### src/rtl/uw_pkg.sv
// Shared types and constants for the unique-word QPSK transmit framer.
package uw_pkg;

    localparam int unsigned UW_LEN  = 16;
    localparam int unsigned UW_BITS = 32;

    typedef enum logic [1:0] {
        IDLE,
        UW,
        PAYLOAD
    } state_e;

    typedef enum logic [1:0] {
        ROT_0,
        ROT_90,
        ROT_180,
        ROT_270
    } rot_e;

    // Symbol n of the UW sits at bits [31-2n -: 2], so symbol 0 is the MSB pair.
    function automatic logic [1:0] uw_symbol(input logic [UW_BITS-1:0] pat, input logic [3:0] idx);
        logic [UW_BITS-1:0] sh;
        sh = pat << {idx, 1'b0};
        return sh[UW_BITS-1 -: 2];
    endfunction

endpackage

### src/rtl/qpsk_sym_mapper.sv
// Combinational QPSK mapper: {q_bit,i_bit} to +/-AMP per axis, then a k*90 degree rotation.
module qpsk_sym_mapper
    import uw_pkg::*;
#(
    parameter int unsigned         W   = 16,
    parameter logic signed [W-1:0] AMP = W'(8192)
) (
    input  logic [1:0]   sym_i,
    input  logic [1:0]   rot_i,
    output logic [W-1:0] i_o,
    output logic [W-1:0] q_o
);

    localparam logic [W-1:0] POS = AMP;
    localparam logic [W-1:0] NEG = -AMP;

    logic [W-1:0] base_i;
    logic [W-1:0] base_q;

    always_comb begin
        base_i = sym_i[0] ? POS : NEG;
        base_q = sym_i[1] ? POS : NEG;
        i_o    = base_i;
        q_o    = base_q;
        case (rot_e'(rot_i))
            ROT_0:   begin i_o = base_i;  q_o = base_q;  end
            ROT_90:  begin i_o = -base_q; q_o = base_i;  end
            ROT_180: begin i_o = -base_i; q_o = -base_q; end
            ROT_270: begin i_o = base_q;  q_o = -base_i; end
        endcase
    end

endmodule

### src/rtl/uw_frame_inserter.sv
// Transmit framer: 16-symbol UW preamble followed by PAYLOAD_LEN payload symbols,
// mapped to rotated QPSK I/Q behind a single ready/valid output register.
module uw_frame_inserter
    import uw_pkg::*;
#(
    parameter int unsigned          PAYLOAD_LEN = 64,
    parameter int unsigned          W           = 16,
    parameter logic signed [W-1:0]  AMP         = 16'sd8192
) (
    input  logic         clk,
    input  logic         rst,
    input  logic         start,
    input  logic [31:0]  uw_pattern,
    input  logic [1:0]   tx_rot,
    input  logic [1:0]   pl_sym,
    input  logic         pl_valid,
    output logic         pl_ready,
    output logic [W-1:0] out_i,
    output logic [W-1:0] out_q,
    output logic         out_valid,
    input  logic         out_ready,
    output logic         out_sof,
    output logic         out_eof,
    output logic         busy
);

    localparam int unsigned     PL_W    = (PAYLOAD_LEN > 1) ? $clog2(PAYLOAD_LEN) : 1;
    localparam logic [PL_W-1:0] PL_LAST = PL_W'(PAYLOAD_LEN - 1);
    localparam logic [3:0]      UW_LAST = 4'(UW_LEN - 1);

    state_e               state_q, state_d;
    logic [3:0]           uw_idx_q, uw_idx_d;
    logic [PL_W-1:0]      pl_idx_q, pl_idx_d;
    logic [UW_BITS-1:0]   pat_q, pat_d;
    logic [1:0]           rot_q, rot_d;
    logic [W-1:0]         out_i_q, out_i_d;
    logic [W-1:0]         out_q_q, out_q_d;
    logic                 out_valid_q, out_valid_d;
    logic                 out_sof_q, out_sof_d;
    logic                 out_eof_q, out_eof_d;

    logic                 ld_c;
    logic                 busy_c;
    logic                 load_c;
    logic                 sof_c;
    logic                 eof_c;
    logic                 pl_ready_c;
    logic [1:0]           map_sym_c;
    logic [1:0]           map_rot_c;
    logic [W-1:0]         map_i_c;
    logic [W-1:0]         map_q_c;

    qpsk_sym_mapper #(
        .W   (W),
        .AMP (AMP)
    ) u_mapper (
        .sym_i (map_sym_c),
        .rot_i (map_rot_c),
        .i_o   (map_i_c),
        .q_o   (map_q_c)
    );

    always_ff @(posedge clk) begin
        if (rst) begin
            state_q     <= IDLE;
            uw_idx_q    <= '0;
            pl_idx_q    <= '0;
            pat_q       <= '0;
            rot_q       <= '0;
            out_i_q     <= '0;
            out_q_q     <= '0;
            out_valid_q <= 1'b0;
            out_sof_q   <= 1'b0;
            out_eof_q   <= 1'b0;
        end else begin
            state_q     <= state_d;
            uw_idx_q    <= uw_idx_d;
            pl_idx_q    <= pl_idx_d;
            pat_q       <= pat_d;
            rot_q       <= rot_d;
            out_i_q     <= out_i_d;
            out_q_q     <= out_q_d;
            out_valid_q <= out_valid_d;
            out_sof_q   <= out_sof_d;
            out_eof_q   <= out_eof_d;
        end
    end

    // Symbol 0 is loaded in the start-accept cycle straight from the input pattern.
    always_comb begin
        ld_c        = !out_valid_q || out_ready;
        busy_c      = (state_q != IDLE) || out_valid_q;
        state_d     = state_q;
        uw_idx_d    = uw_idx_q;
        pl_idx_d    = pl_idx_q;
        pat_d       = pat_q;
        rot_d       = rot_q;
        out_i_d     = out_i_q;
        out_q_d     = out_q_q;
        out_valid_d = out_valid_q;
        out_sof_d   = out_sof_q;
        out_eof_d   = out_eof_q;
        load_c      = 1'b0;
        sof_c       = 1'b0;
        eof_c       = 1'b0;
        pl_ready_c  = 1'b0;
        map_sym_c   = uw_symbol(pat_q, uw_idx_q);
        map_rot_c   = rot_q;

        case (state_q)
            IDLE: begin
                if (start && !busy_c) begin
                    pat_d     = uw_pattern;
                    rot_d     = tx_rot;
                    map_sym_c = uw_symbol(uw_pattern, 4'd0);
                    map_rot_c = tx_rot;
                    load_c    = 1'b1;
                    sof_c     = 1'b1;
                    uw_idx_d  = 4'd1;
                    state_d   = UW;
                end
            end
            UW: begin
                if (ld_c) begin
                    load_c   = 1'b1;
                    uw_idx_d = uw_idx_q + 4'd1;
                    if (uw_idx_q == UW_LAST) begin
                        uw_idx_d = '0;
                        state_d  = PAYLOAD;
                    end
                end
            end
            PAYLOAD: begin
                pl_ready_c = ld_c;
                map_sym_c  = pl_sym;
                if (ld_c && pl_valid) begin
                    load_c = 1'b1;
                    if (pl_idx_q == PL_LAST) begin
                        eof_c    = 1'b1;
                        pl_idx_d = '0;
                        state_d  = IDLE;
                    end else begin
                        pl_idx_d = pl_idx_q + PL_W'(1);
                    end
                end
            end
            default: state_d = IDLE;
        endcase

        // A free output slot with nothing to load becomes a bubble.
        if (load_c) begin
            out_valid_d = 1'b1;
            out_i_d     = map_i_c;
            out_q_d     = map_q_c;
            out_sof_d   = sof_c;
            out_eof_d   = eof_c;
        end else if (ld_c) begin
            out_valid_d = 1'b0;
            out_sof_d   = 1'b0;
            out_eof_d   = 1'b0;
        end
    end

    assign pl_ready  = pl_ready_c;
    assign busy      = busy_c;
    assign out_i     = out_i_q;
    assign out_q     = out_q_q;
    assign out_valid = out_valid_q;
    assign out_sof   = out_sof_q;
    assign out_eof   = out_eof_q;

endmodule

### config.mk
export PLATFORM = sky130hd
export DESIGN_NAME = uw_frame_inserter
export DESIGN_NICKNAME = d
export VERILOG_FILES = /design/src/rtl/uw_pkg.sv /design/src/rtl/qpsk_sym_mapper.sv /design/src/rtl/uw_frame_inserter.sv
export SDC_FILE = /design/constraint.sdc
export NUM_CORES = 1
export LEC_CHECK = 0
export BUFFER_PORTS_ARGS = -buffer_cell sky130_fd_sc_hd__buf_2
export CAP_MARGIN = 20
export CORE_MARGIN = 3
export CORE_UTILIZATION = 57
export CTS_BUF_LIST = sky130_fd_sc_hd__clkbuf_2 sky130_fd_sc_hd__clkbuf_4 sky130_fd_sc_hd__clkbuf_8
export CTS_CLUSTER_DIAMETER = 50
export DETAILED_ROUTE_END_ITERATION = 10
export GPL_ROUTABILITY_DRIVEN = 0
export PLACE_DENSITY = 0.87
export SYNTH_ARGS = -nofsm -noshare
export SYNTH_HDL_FRONTEND = slang
export SYNTH_SLANG_ARGS = --single-unit
### constraint.sdc
create_clock -name clk -period 3.06 [get_ports clk]
set_input_delay 0.612 -clock clk [delete_from_list [all_inputs] [get_ports clk]]
set_output_delay 0.612 -clock clk [all_outputs]
set_load 0.005 [all_outputs]
Yosys cells after proc, flatten, opt, wreduce, memory -nomap -nowiden
Cells that the tools add are included.
- flip-flop bits (word level): 81
- latch bits: 0
- RAM bits: 0
- memory bits (read-only): 0
- input port bits: 41
- output and inout bits: 37
- logic and storage cells: 74
- memories: 0
- add/sub/neg operators: 4
- multiply operators: 0
- divide/modulo/power cells: 0
- $lt $le $gt $ge: 0
- equal/unequal tests: 12
- shift operators: 1
- mux-type cells: 32
- bitwise logic cells: 0
- reduce and logical (&&, ||, !) cells: 15
- operators with widths (kind ; count):
    16-bit case mux with 4 select lines ; 2
    16-bit two-way mux ; 2
    16-bit negator ; 2
    32-bit by 5-bit << shifter with 32-bit output ; 1
    2-bit two-way mux ; 8
    1-bit two-way mux ; 12
    4-bit two-way mux ; 3
    2-bit != test, second input constant ; 5
    4-bit case mux with 2 select lines ; 1
    6-bit by 1-bit adder with 6-bit output, second input constant ; 1
    2-bit == test, second input constant ; 3
    6-bit == test, second input constant ; 1
    6-bit two-way mux ; 1
    2-bit case mux with 3 select lines ; 1
    2-bit nonzero test ; 3
    5-bit AND reduction ; 1
    4-bit by 1-bit adder with 4-bit output, second input constant ; 1
    2-bit by 1-bit == test with 1-bit output, second input constant ; 2
    4-bit == test, second input constant ; 1
    2-bit zero test ; 2
    2-bit case mux with 2 select lines ; 1
    2-bit AND reduction ; 2
    1-bit case mux with 3 select lines ; 1
    3-bit AND reduction ; 1
    other kinds (3) ; 6

Depth between registers and ports, before layout
Gate-level depths: netlist (run 1).
- depth in word-level cells: 9
- depth in mapped cells: 8
- mapped depth without buffers: 6

By module
From an unflattened synthesis (run 1), not the netlist that was laid out.
- cells, all modules: 456
- area total of the unflattened synthesis: 3709.8 um2
- by module, submodules not included (module ; instances ; cells each ; area an instance (um2) ; seq. area each (um2)):
    uw_frame_inserter ; 1 ; 419 ; 3435.8 ; 1621.6
    qpsk_sym_mapper ; 1 ; 37 ; 274.0 ; 0.0

Worst setup path before layout (run 1)
No wires, ideal clock.
- kind: input port to flip-flop
- start point: input port start
- end point: register out_q_q[14] (netlist: out_q[14])
- setup time: 0.121 ns
- arrival: 1.984 ns
- required time: 2.939 ns
- setup slack: 0.955 ns
- stages on the path: 5
- path buffers: 1
- cells stage by stage: or4b_1 -> buf_2 -> mux2i_2 -> mux2i_1 -> mux2_4
- word-level cells in the longest chain between the ends: 6
- elaborated cells on any way between the ends: 16
- classes of those cells: add/sub: 2; eq/ne: 3; mux: 9; reduce/logical: 2
- RTL lines (item ; line ; text):
    from (decl) ; uw_frame_inserter.sv:12 ; input logic start,
    1-bit logical AND * ; uw_frame_inserter.sv:112 ; if (start && !busy_c) begin
    2-bit two-way mux ; uw_frame_inserter.sv:112 ;
    2-bit case mux with 2 select lines ; uw_frame_inserter.sv:110 ; case (state_q)
    16-bit two-way mux (on tied branches) ; qpsk_sym_mapper.sv:21, qpsk_sym_mapper.sv:22 ;
    16-bit negator (on tied branches) ; qpsk_sym_mapper.sv:29, qpsk_sym_mapper.sv:28 ;
    16-bit case mux with 4 select lines ; qpsk_sym_mapper.sv:25 ; case (rot_e'(rot_i))
    to (signal assigned) ; uw_frame_inserter.sv:82 ; out_q_q <= out_q_d;
    to (decl) ; uw_frame_inserter.sv:37 ; logic [W-1:0] out_q_q, out_q_d;
Every way passes the cells marked *; elsewhere a longest branch is shown, timed or not.
A chain may end at the register's enable or synchronous reset.

Worst setup path in the final report (run 1)
- start point: register state_q[1]
- end point: register out_q_q[14] (netlist: out_q[14])
- word-level cells in the longest chain between the ends: 9
- elaborated cells on any way between the ends: 22
- classes of those cells: add/sub: 2; eq/ne: 5; mux: 9; reduce/logical: 6
- RTL lines (item ; line ; text):
    from (decl) ; uw_frame_inserter.sv:31 ; state_e state_q, state_d;
    from (signal assigned) ; uw_frame_inserter.sv:76 ; state_q <= state_d;
    2-bit nonzero test ; uw_frame_inserter.sv:92 ; busy_c = (state_q != IDLE) || out_valid_q;
    1-bit logical OR ; uw_frame_inserter.sv:92 ;
    1-bit zero test ; uw_frame_inserter.sv:112 ;
    1-bit logical AND ; uw_frame_inserter.sv:112 ;
    2-bit two-way mux ; uw_frame_inserter.sv:112 ;
    2-bit case mux with 2 select lines ; uw_frame_inserter.sv:110 ;
    16-bit two-way mux (on tied branches) ; qpsk_sym_mapper.sv:21, qpsk_sym_mapper.sv:22 ;
    16-bit negator (on tied branches) ; qpsk_sym_mapper.sv:29, qpsk_sym_mapper.sv:28 ;
    16-bit case mux with 4 select lines ; qpsk_sym_mapper.sv:25 ;
Several ways; a longest one is shown, not always the timed one.

==> results of run 1 <==
## path summary, 6_finish.rpt
path,cells past startpoint,end,slack (ns),startpoint
setup / recovery,4,out_q[14],0.71,state_q[1]
hold reg to reg,2,pat_q[0],0.46,pat_q[0]
hold / removal,2,pat_q[0],0.46,pat_q[0]
setup reg to reg,4,out_q[14],0.71,state_q[1]
## cells in the mapped netlist, types with 2 or more instances
cell type	number	area [um2]
a22oi_1	4	30.0
or3_1	3	18.8
ha_1	2	25.0
buf_4	29	218
and3_1	2	12.5
nor3_1	4	20.0
buf_2	4	20.0
nand3_1	9	45.0
a31oi_1	2	12.5
mux4_2	2	45.0
a21oi_1	47	235
nand2_1	78	293
clkbuf_1	12	45.0
nor2b_1	5	31.3
nor2_1	22	82.6
inv_1	5	18.8
mux2i_1	13	130
o21ai_0	6	30.0
nand2b_1	5	31.3
dfxtp_1	52	1040
xor2_1	2	17.5
nor3b_1	3	22.5
mux2_4	2	30.0
nand4bb_1	2	22.5
a2111oi_0	2	17.5
## sequential cells by signal (all words and copies together) (netlist names)
| signal | flops |
|---|---|
| out_sof | 1 |
| out_valid | 1 |
| pat_q | 32 |
| pl_idx_q | 6 |
| out_eof | 1 |
| state_q | 2 |
| rot_q | 2 |
| out_q | 1 |
| uw_idx_q | 4 |
| out_i | 2 |
## report_power, final
group / total [mW] / internal [mW] / switching, mW / leakage [nW]
sequential: 0.755 / 0.721 / 0.0339 / 0.425
combinational: 0.257 / 0.116 / 0.141 / 0.761
clock: 0.458 / 0.242 / 0.216 / 0.0541
total: 1.47 / 1.08 / 0.391 / 1.24
## metal layers
layer	wire length, um	vias up
met1	2290	1070
met4	92	0
li1	-	1154
met2	2650	94
met3	430	10
met5	0	-
## layout make-up
| cell class | instances | share of cell area (%) |
|---|---|---|
| inverters | 5 | 0.641 |
| clock buffers | 5 | 2.35 |
| clock inverters | 3 | 1.45 |
| repair buffers | 57 | 10.3 |
| well taps | 52 | 2.22 |
| flip-flops and latches | 52 | 35.6 |
| multi-input cells | 256 | 47.5 |
## kinds of logic (layout without fill, tap and decap cells)
family | count (synthesis) | after routing | synth area share (%)
adder cells (fa/ha/maj) | 2 | 2 | 0.950
buffers and inverters | 51 | 70 | 11.6
other | 1 | 26 | 0.142
multiplexers | 18 | 18 | 8.31
XOR/XNOR | 2 | 2 | 0.665
AO/OA/AOI/OAI | 69 | 69 | 14.8
AND/OR/NAND/NOR | 139 | 139 | 24.0
flip-flops | 52 | 52 | 39.5
## critical path, stage by stage, from the launching register on
cell	delay, ns
dfxtp_1	0.46
or4b_1	0.82
mux2i_2	0.37
mux2i_1	0.28
mux2_4	0.31
## metrics by stage
stage | setup slack [ns] | hold slack, ns | util [%] | cell area (um2)
6_report | 0.709 | 0.462 | 66.3 | 2930
3_3_place_gp | 0.559 | 0.439 | 63.8 | 2820
5_1_grt | 0.604 | 0.485 | 66.3 | 2930
3_5_place_dp | 0.512 | 0.449 | 63.8 | 2820
4_1_cts | 0.701 | 0.463 | 66.3 | 2930
2_1_floorplan | 0.955 | 0.433 | - | 2730
==> flow_metrics.tcl, run 1 <==
set metrics [dict create \
    drc_errors 0 \
    layout_min_cycle_time_ns 2.35 \
    design.core.area_um2 4410 \
    slew_violations 0 \
    fmax_ghz 0.425 \
    grt_use_met2_pct 36.0 \
    grtUsageMet3_pct 4.46 \
    grt_first_pass_wirelength_mm 9.13 \
    place_hpwl_mm 4.20 \
    syn2layout_area_growth_pct 11.1 \
    synthArstFlopShare_pct 0 \
    grt_max_degree 36 \
    p_per_area_nw_per_um2 502 \
    vias_per_cell 5.41 \
    cts_tree "done" \
    crit_fanout 14 \
    layout.nets 420 \
    cts_inserted_buffers 5 \
    finalSetupTns_ns 0 \
    cts_sinks 52 \
    rows 24 \
    fin_worst_skew_ns 0.00429 \
    insertion_delay_ns 0.30 \
    final_common_cell "nand2_1" \
    grt_antenna_before_repair 0 \
    crit_path_end_kind "flop" \
    ant_nets 0 \
    status "completed" \
    htreeDepth 2 \
    grt.met1_usage_pct 27.0 \
    tightest_slew_ns 0.502 \
    register_area_um2 1040 \
    ir_drop_mv 0.371 \
    setup_violations 0 \
    cts.path.max_buffers 2 \
    grt_overflow_total 0 \
    grt-busiest-layer "met2" \
    drive_above_1_share_pct 19.3 \
    avgRoutedWirePerCell_um 12.7 \
    drt_iter0_drc 125 \
    post-cts-setup-buffers 0 \
    yosysWarnings 0 \
    finalPower_mw 1.47 \
    cts_root_buffer "clkbuf_8" \
    grtUsageTotal_pct 21.1 \
    die_h_um 74.0 \
    synth-edff-count 0 \
    worstSetupStartpointType "flop" \
    relSlewSlack_pct 66.5 \
    hold_viol_final 0 \
    ioPinCount 78 \
    min_path_type "flop to flop" \
    port_buffers 51 \
    synthFlopType "dfxtp_1" \
    drtPass1Iterations 5 \
    crit_required_ns 3.26 \
    path_class "flop to flop" \
    synthCells 334 \
    dpl.cell_count 422 \
    start_util_pct 59.7 \
    drv_cap 0 \
    fp.dieW_um 74.0 \
    clkSlewWorstSetupHoldPaths_ns 0.09 \
    diodes 0 \
    fp.dieArea_um2 5470 \
    leakage_nw 1.24 \
    arrival_ns 2.55 \
    finalNonFillerCells 430 \
    synth_seq_cells 52 \
    cts_resized 0 \
    rsz0062_at_grt "false" \
    multi_input_area_um2 1390 \
    ctsHoldBuffers 0 \
    grt_pass1_vias 2094 \
    final.period_utilization_pct 76.8 \
    vias 2328 \
    routed_wl_mm 5.46 \
    avgSynthCellArea_um2 7.89 \
    yosysSeqAreaShare_pct 39.5 \
    filler_cell_count 379 \
    synth.distinct_cells 42 \
    layout_common_cells "78 x nand2_1, 52 x dfxtp_1, 51 x buf_2" \
    synthesis.area_um2 2630 \
]
(Power assumes the default switching activity.)
==> run 2, diff against run 1 <==
Settings changed: ABC_AREA set to 1, CORE_UTILIZATION 57 to 49, PLACE_DENSITY 0.87 to 0.79.
Clock period 3.06 ns to 1.95 ns, I/O delays scaled along.
==> flow_metrics.tcl, run 2 <==
set metrics [dict create \
    min_path_type "primary input to flop" \
    r2r_slack_ns 0.21 \
    cts.path.max_buffers 2 \
    synth-edff-count 0 \
    syn2layout_area_growth_pct 10.2 \
    synthTopCellsByArea "dfxtp_1 38%, nand2_1 10%, buf_4 8.2%" \
    drive_above_1_share_pct 19.0 \
    leakage_nw 1.47 \
    yosysTopAreaCell "dfxtp_1" \
    synthTopCellsByCount "73 x nand2_1, 60 x inv_1, 52 x dfxtp_1, 43 x a21oi_1, 38 x o21ai_0" \
    die_h_um 80.9 \
    cts_sinks 52 \
    synthCells 397 \
    rsz0062_at_grt "false" \
    post-cts-setup-buffers 0 \
    p_sw_mw 0.997 \
    cts_tree "done" \
    yosysMostFrequentCell "nand2_1" \
    place_hpwl_mm 4.28 \
    hold_viol_final 0 \
    drc_errors 0 \
    design.core.area_um2 5270 \
    whs_ns 0.356 \
    crit_fanout 10 \
    layout_common_cells "73 x nand2_1, 60 x inv_1, 52 x dfxtp_1" \
    avgRoutedWirePerCell_um 11.0 \
    p_comb_share_pct 32.3 \
    fin_worst_skew_ns 0.0114 \
    grtUsageTotal_pct 17.9 \
    fp.dieArea_um2 6540 \
    start_util_pct 52.2 \
    slew_violations 0 \
    r2r-start "uw_idx_q[1]" \
    vias 2461 \
    avgSynthCellArea_um2 6.92 \
    synthFlopType "dfxtp_1" \
    grt-busiest-layer "met2" \
    min_to "pat_q[7]" \
    grt_use_met2_pct 31.7 \
    min_from "uw_pattern[7]" \
    p_per_area_nw_per_um2 922 \
    layout_min_cycle_time_ns 1.74 \
    max_stage_delay_ns 0.57 \
    r2r-end "out_q[14]" \
    vias_per_cell 4.81 \
    grt_antenna_before_repair 0 \
    crit_family "simple AND/OR/NAND/NOR gates" \
    r2r.worst_path.cells 13 \
    status "completed" \
    final.period_utilization_pct 89.2 \
    fin_ws_ns 0.211 \
    ctsHoldBuffers 0 \
    yosysSeqAreaShare_pct 37.9 \
    switching_share_pct 35.7 \
    synthesis.area_um2 2750 \
    largest_register_ffs 32 \
    synth_seq_cells 52 \
    top_register "pat_q" \
    port_buffers 51 \
    insertion_delay_ns 0.30 \
    ant_nets 0 \
    post-place-ws_ns 0.270 \
    cts_root_buffer "clkbuf_8" \
    ioPinCount 78 \
    grt_overflow_total 0 \
    internal_power_mw 1.80 \
    crit_required_ns 2.16 \
    cp_slowest_cell "dfxtp_1" \
    crit_path_end_kind "flop" \
    ir_drop_mv 0.538 \
    cts_inserted_buffers 5 \
    yosysTopAreaCellShare_pct 37.9 \
    grt_first_pass_wirelength_mm 9.44 \
    layout.nets 484 \
    drt_iter0_drc 180 \
    seq_power_share_pct 46.2 \
    finalSetupTns_ns 0 \
    p_clk_share_pct 21.4 \
    rows 26 \
    reg_top3 "pat_q: 32 flops, pl_idx_q: 6 flops, uw_idx_q: 4 flops" \
    yosysWarnings 0 \
    post-route-util_pct 57.5 \
    synth.distinct_cells 31 \
    routed_wl_mm 5.64 \
    grtUsageMet3_pct 3.55 \
    tightest_slew_ns 0.556 \
    path_class "flop to flop" \
    whs_path_depth 3 \
    htreeDepth 2 \
    synthArstFlopShare_pct 0 \
    finalNonFillerCells 512 \
    drtPass1Iterations 5 \
    grt_pass1_vias 2241 \
    fmax_ghz 0.575 \
    setup_violations 0 \
    dpl.cell_count 504 \
    path_cells "inv_2 > nand3_1 > nand2_1 > nand2_1 > nand3_1 > nand3_1 > nand2_1 > nand3_1 > nand2_1 > inv_1 > nand3_1 > nand2_1 > inv_1" \
    arrival_ns 1.95 \
    cp_num_buf_inv 3 \
    grt.met1_usage_pct 22.3 \
    clkSlewWorstSetupHoldPaths_ns 0.10 \
    fp.dieW_um 80.9 \
    cts_resized 0 \
    final_common_cell "nand2_1" \
    drv_cap 0 \
    relSlewSlack_pct 62.6 \
    grt_max_degree 41 \
    diodes 0 \
    worstSetupStartpointType "flop" \
]
==> run 2: cell count changes after synthesis, moves of 4 or more <==
cell	before	now
inv_1	5	60
o21ai_0	6	38
nand3_1	9	32
mux2i_1	13	0
inv_2	0	5
nand2_1	78	73
nand2b_1	5	0
nor2_1	22	17
nor2b_1	5	0
a21oi_1	47	43
a22oi_1	4	0
==> run 2: logic make-up after synthesis <==
family,share of synthesized area (%)
AO/OA/AOI/OAI,16.9
adder cells (fa/ha/maj),0.910
buffers and inverters,20.3
flip-flops,37.9
multiplexers,0.819
other,0.136
AND/OR/NAND/NOR,23.0
==> run 2: final cells by class <==
cell class	count	area (um2)
clock buffer	5	68.8
sequential	52	1040
inverter	67	256
timing repair buffer	57	313
clock inverter	3	18.8
multi-input combinational	258	1240
fill	505	2240
tap	70	87.6
==> run 2: metrics by stage <==
stage	instance area [um2]	total power, mW
CTS	3030	2.81
floorplan	2840	2.04
global placement	2940	2.18
finish	3030	2.79
detailed placement	2940	2.22
global route	3030	3.02
==> run 2: power by group through the flow <==
stage          combinational [mW]  clock (mW)  sequential [mW]
3_3_place_gp                0.873           0             1.31
6_report                    0.903       0.599             1.29
2_1_floorplan               0.752           0             1.29
5_1_grt                      1.05       0.662             1.31
3_5_place_dp                0.901           0             1.32
4_1_cts                     0.905       0.611             1.29
==> run 2: how the worst max path moves through the flow <==
| stage | startpoint | endpoint | slack [ns] | cells past startpoint |
|---|---|---|---|---|
| 6_report | uw_idx_q[1] | out_q[14] | 0.21 | 13 |
| 5_1_grt | uw_idx_q[1] | out_q[14] | 0.07 | 13 |
| 4_1_cts | uw_idx_q[1] | out_q[14] | 0.24 | 13 |
| 3_5_place_dp | uw_idx_q[1] | out_q[14] | 0.27 | 13 |
| 3_3_place_gp | uw_idx_q[1] | out_q[14] | 0.30 | 13 |
| 2_1_floorplan | uw_idx_q[0] | out_q[14] | 0.51 | 15 |
==> run 2: tightest hold or removal path: cells and delay by family <==
kind                   cells  cell delay [ns]
AOI/OAI and AO/OA          2             0.17
buffers and inverters      1             0.07
==> run 2: metal layers <==
layer	wire length, um	vias up
li1	-	1286
met4	55	0
met1	2540	1089
met3	357	7
met5	0	-
met2	2680	79
==> run 3, diff against run 2 <==
Settings changed: RECOVER_POWER set to 100.
==> flow_metrics.tcl, run 3 (synthesis gave the netlist of run 2 again) <==
set metrics [dict create \
    status "completed" \
    place_hpwl_mm 4.28 \
    r2r.worst_path.cells 13 \
    drv_cap 0 \
    postPlaceCellArea_um2 2940 \
    vias 2459 \
    rows 26 \
    relSlewSlack_pct 56.7 \
    avgRoutedWirePerCell_um 11.0 \
    insertion_delay_ns 0.30 \
    grt_overflow_total 0 \
    grt_pass1_vias 2241 \
    syn2layout_area_growth_pct 9.01 \
    r2r-start "uw_idx_q[1]" \
    reg_top3 "pat_q: 32 flops, pl_idx_q: 6 flops, uw_idx_q: 4 flops" \
    min_from "uw_pattern[7]" \
    cts_resized 0 \
    finalSetupTns_ns 0 \
    cts_root_buffer "clkbuf_8" \
    cts_sinks 52 \
    leakage_nw 1.45 \
    post-route-util_pct 56.9 \
    top_register "pat_q" \
    r2r_slack_ns 0.23 \
    p_per_area_nw_per_um2 925 \
    final.period_utilization_pct 88.0 \
    tightest_slew_ns 0.649 \
    rsz0062_at_grt "false" \
    grt_antenna_before_repair 0 \
    grtUsageTotal_pct 17.9 \
    r2r-end "out_q[14]" \
    final_common_cell "nand2_1" \
    hold_viol_final 0 \
    layout_common_cells "73 x nand2_1, 61 x inv_1, 52 x dfxtp_1" \
    whs_path_depth 3 \
    worstSetupStartpointType "flop" \
    fp.dieW_um 80.9 \
    ctsHoldBuffers 0 \
    layout.nets 484 \
    drc_errors 0 \
    start_util_pct 52.2 \
    fin_worst_skew_ns 0.0110 \
    fp.dieArea_um2 6540 \
    grt_first_pass_wirelength_mm 9.44 \
    finalNonFillerCells 512 \
    min_to "pat_q[7]" \
    largest_register_ffs 32 \
    crit_path_end_kind "flop" \
    routed_wl_mm 5.63 \
    vias_per_cell 4.80 \
    path_class "flop to flop" \
    cts_inserted_buffers 5 \
    drive_above_1_share_pct 16.7 \
    ioPinCount 78 \
    diodes 0 \
    min_path_type "primary input to flop" \
    drt_iter0_drc 180 \
    arrival_ns 1.92 \
    drtPass1Iterations 4 \
    dpl.cell_count 504 \
    post-cts-setup-buffers 0 \
    htreeDepth 2 \
    fmax_ghz 0.583 \
    cts_tree "done" \
    ant_nets 0 \
    grt_max_degree 41 \
    layout_min_cycle_time_ns 1.72 \
    die_h_um 80.9 \
    crit_required_ns 2.16 \
    port_buffers 51 \
    slew_violations 0 \
    clkSlewWorstSetupHoldPaths_ns 0.10 \
    ir_drop_mv 0.537 \
    cts.path.max_buffers 2 \
    setup_violations 0 \
    crit_fanout 10 \
    design.core.area_um2 5270 \
    final_cell_area_um2 3000 \
]
run 3: stage by stage:
step	hold WS, ns	setup slack (ns)	total power, mW
2_1_floorplan	0.429	0.506	2.04
5_1_grt	0.384	0.0476	3.00
3_3_place_gp	0.441	0.303	2.18
6_report	0.356	0.234	2.77
3_5_place_dp	0.445	0.270	2.22
4_1_cts	0.358	0.240	2.81
run 3: where the power goes:
group | internal [mW] | switching (mW)
registers | 1.21 | 0.0790
logic | 0.317 | 0.564
clock network | 0.251 | 0.348
total | 1.78 | 0.991
run 3: layout make-up:
class                   instances  area (um2)
repair buffers                 57         303
clock buffers                   5        68.8
well taps                      70        87.6
clock inverters                 3        18.8
flip-flops and latches         52        1040
inverters                      67         256
fillers                       516        2270
multi-input cells             258        1220
run 3: routing by layer:
layer / track usage, % / vias up / part of all wire, %
met1: 22.3 / 1078 / 44
met4: 4.22 / 0 / 1.2
met5: 0 / - / 0
met2: 31.7 / 88 / 47
met3: 3.55 / 9 / 7.8
li1: - / 1284 / -
run 3: worst max-delay path by stage:
stage,startpoint,to,slack [ns]
floorplan,uw_idx_q[0],out_q[14],0.51
global placement,uw_idx_q[1],out_q[14],0.30
detailed placement,uw_idx_q[1],out_q[14],0.27
CTS,uw_idx_q[1],out_q[14],0.24
global route,out_valid,pl_idx_q[5],0.05
finish,uw_idx_q[1],out_q[14],0.23
run 3: critical path, stage by stage (launching register included):
cell and delay, ns:
dfxtp_1 0.57, inv_2 0.18, nand3_1 0.13, nand2_1 0.07, nand2_1 0.06, nand3_1 0.06, nand3_1 0.10, nand2_1 0.11
nand3_1 0.09, nand2_1 0.06, inv_1 0.05, nand3_1 0.07, nand2_1 0.06, inv_1 0.04
